### src/rtl/reg_pipe_pkg.sv
// rtl/reg_pipe_pkg.sv - shared sizing helpers for the reg_pipe elastic pipeline
package reg_pipe_pkg;

  // Occupancy counter width: covers 0..DEPTH+1 so the skid entry fits too.
  function automatic int count_width(input int depth);
    return $clog2(depth + 2);
  endfunction

endpackage

### src/rtl/reg_pipe_stage.sv
// rtl/reg_pipe_stage.sv - one valid/data register of the elastic pipeline (also used as skid entry)
module reg_pipe_stage #(
  parameter int             W    = 8,
  parameter logic [W-1:0]   INIT = '0
) (
  input  logic         clk,
  input  logic         rst,
  input  logic         flush,
  input  logic         load,
  input  logic         v_in,
  input  logic [W-1:0] d_in,
  output logic         v_q,
  output logic [W-1:0] d_q
);

  // Data only moves with a real beat, so an empty slot keeps its last value.
  always_ff @(posedge clk) begin
    if (rst || flush) begin
      v_q <= 1'b0;
      d_q <= INIT;
    end else if (load) begin
      v_q <= v_in;
      if (v_in) begin
        d_q <= d_in;
      end
    end
  end

endmodule

### src/rtl/reg_pipe.sv
// rtl/reg_pipe.sv - elastic register pipeline with bubble collapse
// REG_PIPE_SKID_EN: registered in_ready with one skid entry ahead of stage 0.
module reg_pipe
  import reg_pipe_pkg::*;
#(
  parameter int           W     = 8,
  parameter int           DEPTH = 2,
  parameter logic [W-1:0] INIT  = {W{1'b0}}
) (
  input  logic                            clk,
  input  logic                            rst,
  input  logic                            flush,
  input  logic                            in_valid,
  output logic                            in_ready,
  input  logic [W-1:0]                    in_data,
  output logic                            out_valid,
  input  logic                            out_ready,
  output logic [W-1:0]                    out_data,
  output logic [count_width(DEPTH)-1:0]   count
);

  localparam int CW = count_width(DEPTH);

  logic [DEPTH-1:0] v;
  logic [W-1:0]     d [DEPTH];
  logic [DEPTH-1:0] adv;
  logic             s0_v;
  logic [W-1:0]     s0_d;
  logic             push;
  logic             pop;

  // A stage may load unless it and every stage downstream of it is full
  // while the output is stalled; written flat to avoid a chained vector.
  always_comb begin : adv_logic
    logic tail_full;
    tail_full = 1'b1;
    adv       = '0;
    for (int i = 0; i < DEPTH; i++) begin
      tail_full = 1'b1;
      for (int j = i; j < DEPTH; j++) begin
        tail_full = tail_full & v[j];
      end
      adv[i] = out_ready || !tail_full;
    end
  end

  for (genvar i = 0; i < DEPTH; i++) begin : g_stage
    if (i == 0) begin : g_first
      reg_pipe_stage #(.W(W), .INIT(INIT)) u_stage (
        .clk   (clk),
        .rst   (rst),
        .flush (flush),
        .load  (adv[0]),
        .v_in  (s0_v),
        .d_in  (s0_d),
        .v_q   (v[0]),
        .d_q   (d[0])
      );
    end else begin : g_next
      reg_pipe_stage #(.W(W), .INIT(INIT)) u_stage (
        .clk   (clk),
        .rst   (rst),
        .flush (flush),
        .load  (adv[i]),
        .v_in  (v[i-1]),
        .d_in  (d[i-1]),
        .v_q   (v[i]),
        .d_q   (d[i])
      );
    end
  end

  assign out_valid = v[DEPTH-1];
  assign out_data  = d[DEPTH-1];
  assign push      = in_valid && in_ready;
  assign pop       = out_valid && out_ready;

`ifdef REG_PIPE_SKID_EN
  logic         skid_v;
  logic [W-1:0] skid_d;
  logic         skid_load;
  logic         skid_in_v;
  logic         ready_q;

  // Skid refills whenever it drains or is empty; it captures a new beat only
  // when that beat cannot go straight into stage 0.
  assign skid_load = !skid_v || adv[0];
  assign skid_in_v = push && (skid_v || !adv[0]);

  reg_pipe_stage #(.W(W), .INIT(INIT)) u_skid (
    .clk   (clk),
    .rst   (rst),
    .flush (flush),
    .load  (skid_load),
    .v_in  (skid_in_v),
    .d_in  (in_data),
    .v_q   (skid_v),
    .d_q   (skid_d)
  );

  // Held beat has priority over the input so ordering is preserved.
  assign s0_v = skid_v ? 1'b1   : push;
  assign s0_d = skid_v ? skid_d : in_data;

  always_ff @(posedge clk) begin
    if (rst) begin
      ready_q <= 1'b0;
    end else if (flush) begin
      ready_q <= 1'b1;
    end else begin
      ready_q <= !(skid_load ? skid_in_v : skid_v);
    end
  end

  assign in_ready = ready_q;
`else
  assign s0_v     = in_valid;
  assign s0_d     = in_data;
  assign in_ready = adv[0];
`endif

  always_ff @(posedge clk) begin
    if (rst || flush) begin
      count <= '0;
    end else begin
      count <= count + CW'(push) - CW'(pop);
    end
  end

endmodule
### config.mk
export PLATFORM = sky130hd
export DESIGN_NAME = reg_pipe
export DESIGN_NICKNAME = d
export VERILOG_FILES = /design/src/rtl/reg_pipe_pkg.sv /design/src/rtl/reg_pipe_stage.sv /design/src/rtl/reg_pipe.sv
export SDC_FILE = /design/constraint.sdc
export NUM_CORES = 1
export LEC_CHECK = 0
export BUFFER_PORTS_ARGS = -buffer_cell sky130_fd_sc_hd__buf_4
export CELL_PAD_IN_SITES_DETAIL_PLACEMENT = 1
export CELL_PAD_IN_SITES_GLOBAL_PLACEMENT = 2
export CORE_MARGIN = 8
export CORE_UTILIZATION = 32
export DETAILED_ROUTE_END_ITERATION = 8
export HOLD_SLACK_MARGIN = 0.1
export PLACE_DENSITY_LB_ADDON = 0.15
export SKIP_CTS_REPAIR_TIMING = 1
export SYNTH_ARGS = -nofsm -noshare
export SYNTH_HDL_FRONTEND = slang
export SYNTH_SLANG_ARGS = --single-unit
### constraint.sdc
create_clock -name clk -period 5.4 [get_ports clk]
set_input_delay 1.08 -clock clk [delete_from_list [all_inputs] [get_ports clk]]
set_output_delay 1.08 -clock clk [all_outputs]
set_load 0.03 [all_outputs]
# After elaboration in Yosys (flattened, before gate mapping)
# Index checks and enable logic that the tools add are counted.
totals:
  inputBits: 13
  regBits: 20
  output_inout_bits: 12
  wordCells: 17
op_classes:
  n_addsub: 2
  bitwise_logic: 1
  reduce_logical: 9
op_table:
  columns: ["op", "n"]
  rows:
  - ["$reduce_and A2 Y1", 2]
  - ["$logic_or A1 B1 Y1", 3]
  - ["$add A2 B1 Y2", 1]
  - ["$logic_and A1 B1 Y1", 2]
  - ["$logic_not A1 Y1", 2]
  - ["$sub A2 B1 Y2", 1]
  - ["$and A1 B1 Y1", 1]

# Depth between registers and ports, before layout
# Gate-level depths: netlist of run 1.
depth:
  depth_word: 6
  mapped_depth: 12
  depth_no_buf: 9

# By module
# From an unflattened synthesis of run 1, not the netlist that was laid out.
hier_totals:
  cells_unflattened: 94
  area_unflattened_um2: 968.4
modules_own_cells:
  columns: ["module", "area_per_inst_um2", "instances", "seq_area_each_um2", "cells_each"]
  rows:
  - ["reg_pipe_stage", 417.9, 2, 180.2, 41]
  - ["reg_pipe", 132.6, 1, 40.0, 12]

# Least setup slack after synthesis of run 1
# OpenSTA, ideal clock, no wires.
synth_path:
  path_type: "input -> output"
  start: "in out_ready"
  end: "out in_ready"
  setup_slack_ns: 2.744
  t_arrival_ns: 1.576
  required_time_ns: 4.320
  n_path_buf: 2
  stages: 4
  cell_sequence: "and3b_1 > buf_6 > inv_6 > buf_12"
synth_between:
  elab_chain_cells: 1
synth_rtl:
  columns: ["element", "line_no", "text"]
  rows:
  - ["from (decl)", "reg_pipe.sv:17", "input logic out_ready,"]
  - ["$logic_or A1 B1 Y1", "reg_pipe.sv:43", "adv[i] = out_ready || !tail_full;"]
  - ["to (decl)", "reg_pipe.sv:14", "output logic in_ready,"]
# No other way between the ends.

# Final worst setup path of run 1
# Same ends and word-level chain as after synthesis.

==> results.sh, run 1 <==
export IMPL_vias=696
export IMPL_cts_buffers_inserted=3
export IMPL_seqPwrFrac=0.574
export IMPL_final_hold_viol_count=0
export IMPL_period_needed_ns=3.02
export IMPL_wl_microns=2030
export IMPL_path_clk_slew_ns=0.11
export IMPL_crit_fanout=11
export IMPL_ys_warn_count=0
export IMPL_synth_top_cell_area_share=0.421
export IMPL_wire_per_inst_microns=13.9
export IMPL_fin_worst_skew_ns=0.00162
export IMPL_crit_path_start_kind="input pin"
export IMPL_grt_usage=0.0848
export IMPL_diodes=0
export IMPL_crit_path_end_kind="output port"
export IMPL_pin_count=25
export IMPL_synthArstFlopShare=0
export IMPL_dr_first_iter_drc_count=18
export IMPL_power_frac_comb=0.096
export IMPL_clock_fmax_mhz=331
export IMPL_clk_root_buffer_cell="clkbuf_4"
export IMPL_dieWidth_microns=70.5
export IMPL_die_y_microns=70.5
export IMPL_die_area_sq_um=4970
export IMPL_critPathRequiredTime_ns=4.32
export IMPL_clock_path_buffers=2
export IMPL_grt_pass1_vias=749
export IMPL_synth_distinct_cells=23
export IMPL_final_max_slew_violation_count=0
export IMPL_fin_tns_setup_ns=0
export IMPL_synth_ff_type="dfxtp_1"
export IMPL_criticalPathCategory="in -> out"
export IMPL_maxCapViolations=0
export IMPL_gp_congestion=0.726
export IMPL_max_stage_delay_ns=0.43
export IMPL_placementRows=19
export IMPL_route_detailed_drc=0
export IMPL_htree_levels=1
export IMPL_synth_edf_count=0
export IMPL_switching_share=0.237
export IMPL_grt_pass1_wl_microns=3540
export IMPL_reg2reg_slack_ns=3.34
export IMPL_ir_worst_vdd_mv=0.179
export IMPL_synth_cells=102
export IMPL_power_switching_w=0.0000632
export IMPL_setup_viol=0
export IMPL_dp_final_hpwl_microns=1560
export IMPL_syn2layout_area_growth_pct=13.4
export IMPL_cp_common_cell="buf_4"
export IMPL_p_int_w=0.000203
export IMPL_synth_nets=117
export IMPL_antenna_found_initial=0
export IMPL_maxSlewHeadroom=0.684
export IMPL_fin_area_sq_um=1080
export IMPL_netlist_area_sq_um=951
export IMPL_cts_tree="yes"
export IMPL_outcome="finished clean"
export IMPL_place_area_sq_um=1040
export IMPL_leakagePower_nw=0.432
export IMPL_grt_max_degree=21
export IMPL_nNetsFinal=131
export IMPL_rsz0062_at_grt="no"
export IMPL_coreArea_sq_um=2780
export IMPL_gr_total_overflow=0
export IMPL_critical_path_cell_chain="buf_4, and3b_1, inv_6, buf_4"
export IMPL_start_util=0.342
export IMPL_synth_area_leaders="dfxtp_1, o21ai_0, nand3_2"
export IMPL_port_buffers=24
export IMPL_pwr_share_clk=0.330
export IMPL_post_route_period_util=0.559
export IMPL_clkLatencyLatePin_ns=0.30
export IMPL_synth_avg_cell_area_sq_um=9.32
export IMPL_routed_via_density=4.77
export IMPL_p_per_area_nw_per_um2=247
export IMPL_synth_seq_area_share=0.421
export IMPL_synth_seq_cells=20
export IMPL_crit_slowest_cell="and3b_1"
export IMPL_cp_arrival_ns=1.94
export IMPL_hold_path_class="reg -> reg"
export IMPL_clock_sinks=20
export IMPL_drt_pass1_iterations=4
export IMPL_ant_nets=0
export IMPL_yosysTopAreaCell="dfxtp_1"
export IMPL_final_layout_size_suffix_gt1_frac=0.383
export IMPL_max_slew_worst_pin_slew_ns=0.474
==> critical path, delay by kind of cell <==
family	cells	cell delay, ns
buffers and inverters	3	0.42
AND/OR/NAND/NOR	1	0.43
==> cell usage in the layout, fill, tap and decap left out <==
cell type / synthesis / layout
nand2b_1: 1 / 1
dfxtp_1: 20 / 20
a21oi_2: 7 / 7
or2_2: 1 / 1
inv_6: 1 / 1
nor2_1: 2 / 2
ha_1: 2 / 2
o21ai_0: 16 / 16
and2_1: 1 / 1
nand3_2: 7 / 7
clkbuf_4: 0 / 3
buf_4: 8 / 24
xor2_1: 1 / 1
inv_1: 4 / 4
nand2_1: 1 / 1
nor2b_1: 1 / 1
xnor2_1: 1 / 1
clkbuf_8: 1 / 1
a21oi_1: 11 / 11
and3b_1: 1 / 1
nand3_1: 9 / 9
==> layout make-up <==
| type | instances | area, sq um |
|---|---|---|
| Fill cell | 324 | 1700 |
| Sequential cell | 20 | 400 |
| Multi-Input combinational cell | 62 | 399 |
| Timing Repair Buffer | 24 | 180 |
| Tap cell | 31 | 38.8 |
| Clock buffer | 4 | 36.3 |
| Inverter | 5 | 23.8 |
==> cell usage after synthesis, types with 2 or more instances <==
master and count:
buf_6 2, a21oi_2 7, nor2_1 2, buf_4 8, o21ai_0 16, dfxtp_1 20, a21oi_1 11, nand3_2 7
ha_1 2, clkbuf_1 3, nand3_1 9, inv_1 4
==> worst paths after layout <==
| kind | startpoint | to | cells after the start |
|---|---|---|---|
| setup / recovery | out_ready | in_ready | 4 |
| hold / removal | g_stage[1].g_next.u_stage.d_q[0] | g_stage[1].g_next.u_stage.d_q[0] | 2 |
| setup reg to reg | g_stage[0].g_first.u_stage.v_q | count[1] | 9 |
| hold reg to reg | g_stage[1].g_next.u_stage.d_q[0] | g_stage[1].g_next.u_stage.d_q[0] | 2 |
==> stage by stage <==
step | hold WS [ns] | total power (W) | instances | util | setup WS [ns]
6_report | 0.483 | 0.000266 | 146 | 0.388 | 2.38
5_1_grt | 0.507 | 0.000282 | 146 | 0.388 | 2.31
4_1_cts | 0.489 | 0.000270 | 146 | 0.388 | 2.38
3_5_place_dp | 0.472 | 0.000182 | 142 | 0.375 | 2.39
3_3_place_gp | 0.468 | 0.000182 | 142 | 0.375 | 2.40
2_1_floorplan | 0.440 | 0.000172 | 102 | - | 2.74
==> state kept, by name, summed over array words and instances, names as in the netlist <==
name and cells:
g_stage.g_first.u_stage.d_q 8, count 2, g_stage.g_next.u_stage.d_q 8, g_stage.g_first.u_stage.v_q 1
g_stage.g_next.u_stage.v_q 1
==> per-layer routing <==
| metal | up-vias | wire length, microns | global-route usage | part of all wire |
|---|---|---|---|---|
| met5 | - | 0 | 0 | 0 |
| met4 | 0 | 16 | 0.0134 | 0.0079 |
| met3 | 2 | 128 | 0.0424 | 0.063 |
| met2 | 17 | 850 | 0.127 | 0.42 |
| met1 | 310 | 1030 | 0.108 | 0.51 |
| li1 | 367 | - | - | - |
==> power by group through the flow <==
| stage | clock (W) | combinational (W) | sequential [W] |
|---|---|---|---|
| after floorplan | 0 | 0.0000154 | 0.000157 |
| after global placement | 0 | 0.0000253 | 0.000156 |
| after detailed placement | 0 | 0.0000259 | 0.000156 |
| after CTS | 0.0000909 | 0.0000260 | 0.000153 |
| after global routing | 0.0000998 | 0.0000283 | 0.000154 |
| final | 0.0000880 | 0.0000255 | 0.000153 |
==> logic make-up after synthesis <==
kind of cell,count (synthesis),share of synthesized area
XOR/XNOR,2,0.0184
buffers and inverters,20,0.159
AND/OR/NAND/NOR,24,0.168
adder cells (fa/ha/maj),2,0.0263
flip-flops,20,0.421
AO/OA/AOI/OAI,34,0.207
Power figures use the tool's default switching activity.
==> run 2, diff against run 1 <==
- CORE_UTILIZATION: 32 -> 30
- clock period: 5.4 -> 2.8 ns (I/O delays scaled with it)
==> run 2 against run 1 <==
Net effect: power up 93%; setup slack lost 1.7 ns; clock power grew 94%; global-route usage is 0.20 points lower; cell area grew 1.5%; non-clock buffer count is the same; critical endpoint unchanged; largest cell class unchanged.
==> results.sh, run 2 (synthesis gave the netlist of run 1 again) <==
export IMPL_routed_via_density=4.54
export IMPL_post_route_period_util=0.762
export IMPL_start_util=0.314
export IMPL_maxCapViolations=0
export IMPL_diodes=0
export IMPL_critPathRequiredTime_ns=2.24
export IMPL_dr_first_iter_drc_count=13
export IMPL_dieWidth_microns=72.3
export IMPL_leakagePower_nw=0.432
export IMPL_grt_max_degree=21
export IMPL_worst_r2r_cell_count=9
export IMPL_worstSetupStartpoint="g_stage[0].g_first.u_stage.v_q"
export IMPL_clock_path_buffers=2
export IMPL_fin_tns_setup_ns=0
export IMPL_p_per_area_nw_per_um2=471
export IMPL_gp_congestion=0.691
export IMPL_min_delay_path_depth=2
export IMPL_die_y_microns=72.3
export IMPL_vias=722
export IMPL_htree_levels=1
export IMPL_maxSlewHeadroom=0.691
export IMPL_cp_arrival_ns=1.57
export IMPL_crit_path_end_kind="output port"
export IMPL_holdCritStartpoint="g_stage[1].g_next.u_stage.d_q[3]"
export IMPL_grt_pass1_wl_microns=3450
export IMPL_max_slew_worst_pin_slew_ns=0.464
export IMPL_antenna_found_initial=0
export IMPL_gr_total_overflow=0
export IMPL_pin_count=25
export IMPL_grt_usage=0.0829
export IMPL_clock_sinks=20
export IMPL_cts_buffers_inserted=3
export IMPL_grt_pass1_vias=757
export IMPL_ant_nets=0
export IMPL_fin_util=0.362
export IMPL_reg_top3="g_stage.g_first.u_stage.d_q: 8 flops, g_stage.g_next.u_stage.d_q: 8 flops, count: 2 flops"
export IMPL_crit_path_start_kind="register"
export IMPL_cts_tree="yes"
export IMPL_clock_fmax_mhz=469
export IMPL_coreArea_sq_um=3030
export IMPL_hold_path_class="reg -> reg"
export IMPL_final_layout_size_suffix_gt1_frac=0.383
export IMPL_dp_final_hpwl_microns=1590
export IMPL_criticalPathCategory="reg -> out"
export IMPL_outcome="finished clean"
export IMPL_final_max_slew_violation_count=0
export IMPL_crit_fanout=11
export IMPL_ir_worst_vdd_mv=0.117
export IMPL_period_needed_ns=2.13
export IMPL_worstReg2RegStart="g_stage[0].g_first.u_stage.v_q"
export IMPL_syn2layout_area_growth_pct=15.1
export IMPL_fin_worst_skew_ns=0.00320
export IMPL_placementRows=20
export IMPL_wire_per_inst_microns=13.1
export IMPL_final_hold_viol_count=0
export IMPL_fill_cells=367
export IMPL_port_buffers=24
export IMPL_drt_pass1_iterations=4
export IMPL_nNetsFinal=131
export IMPL_route_detailed_drc=0
export IMPL_layout_common_cells="buf_4, dfxtp_1, o21ai_0, a21oi_1, nand3_1"
export IMPL_die_area_sq_um=5230
export IMPL_final_common_cell="buf_4"
export IMPL_setup_viol=0
export IMPL_clk_root_buffer_cell="clkbuf_4"
export IMPL_rsz0062_at_grt="no"
export IMPL_path_clk_slew_ns=0.12
export IMPL_wl_microns=2080
export IMPL_clkLatencyLatePin_ns=0.30
==> run 2: layout make-up <==
| cell class | instances | area [sq um] | share of cell area |
|---|---|---|---|
| Sequential cell | 20 | 400 | 0.366 |
| Inverter | 5 | 23.8 | 0.0217 |
| Clock buffer | 4 | 36.3 | 0.0331 |
| Tap cell | 44 | 55.1 | 0.0503 |
| Multi-Input combinational cell | 62 | 399 | 0.365 |
| Timing Repair Buffer | 24 | 180 | 0.165 |
==> run 2: worst paths after layout <==
kind | to | slack [ns]
setup reg to reg | count[1] | 0.72
hold reg to reg | g_stage[1].g_next.u_stage.d_q[3] | 0.48
hold / removal | g_stage[1].g_next.u_stage.d_q[3] | 0.48
setup / recovery | in_ready | 0.67
==> run 2: routing by layer <==
layer	track usage	vias to the layer above	share of wire
li1	-	365	-
met1	0.0948	336	0.46
met2	0.132	19	0.46
met3	0.0344	2	0.076
met4	0.0340	0	0.0092
met5	0	-	0
==> run 2: power by group <==
part	internal [W]	total, W	switching [W]
Sequential	0.000290	0.000295	0.00000450
Combinational	0.0000222	0.0000492	0.0000270
Clock	0.0000793	0.000171	0.0000918
==> run 2: critical path: stages (launching register included) <==
cell,delay [ns]
dfxtp_1,0.51
and3b_1,0.45
inv_6,0.11
buf_4,0.19
==> run 2: stage by stage <==
stage / power [W] / area, sq um / hold slack (ns) / worst slack (ns) / instances
4_1_cts: 0.000521 / 1090 / 0.487 / 0.651 / 159
5_1_grt: 0.000537 / 1090 / 0.488 / 0.559 / 159
3_3_place_gp: 0.000351 / 1060 / 0.467 / 0.600 / 155
3_5_place_dp: 0.000352 / 1060 / 0.470 / 0.525 / 155
2_1_floorplan: 0.000332 / 951 / 0.440 / 0.774 / 102
6_report: 0.000515 / 1090 / 0.484 / 0.667 / 159
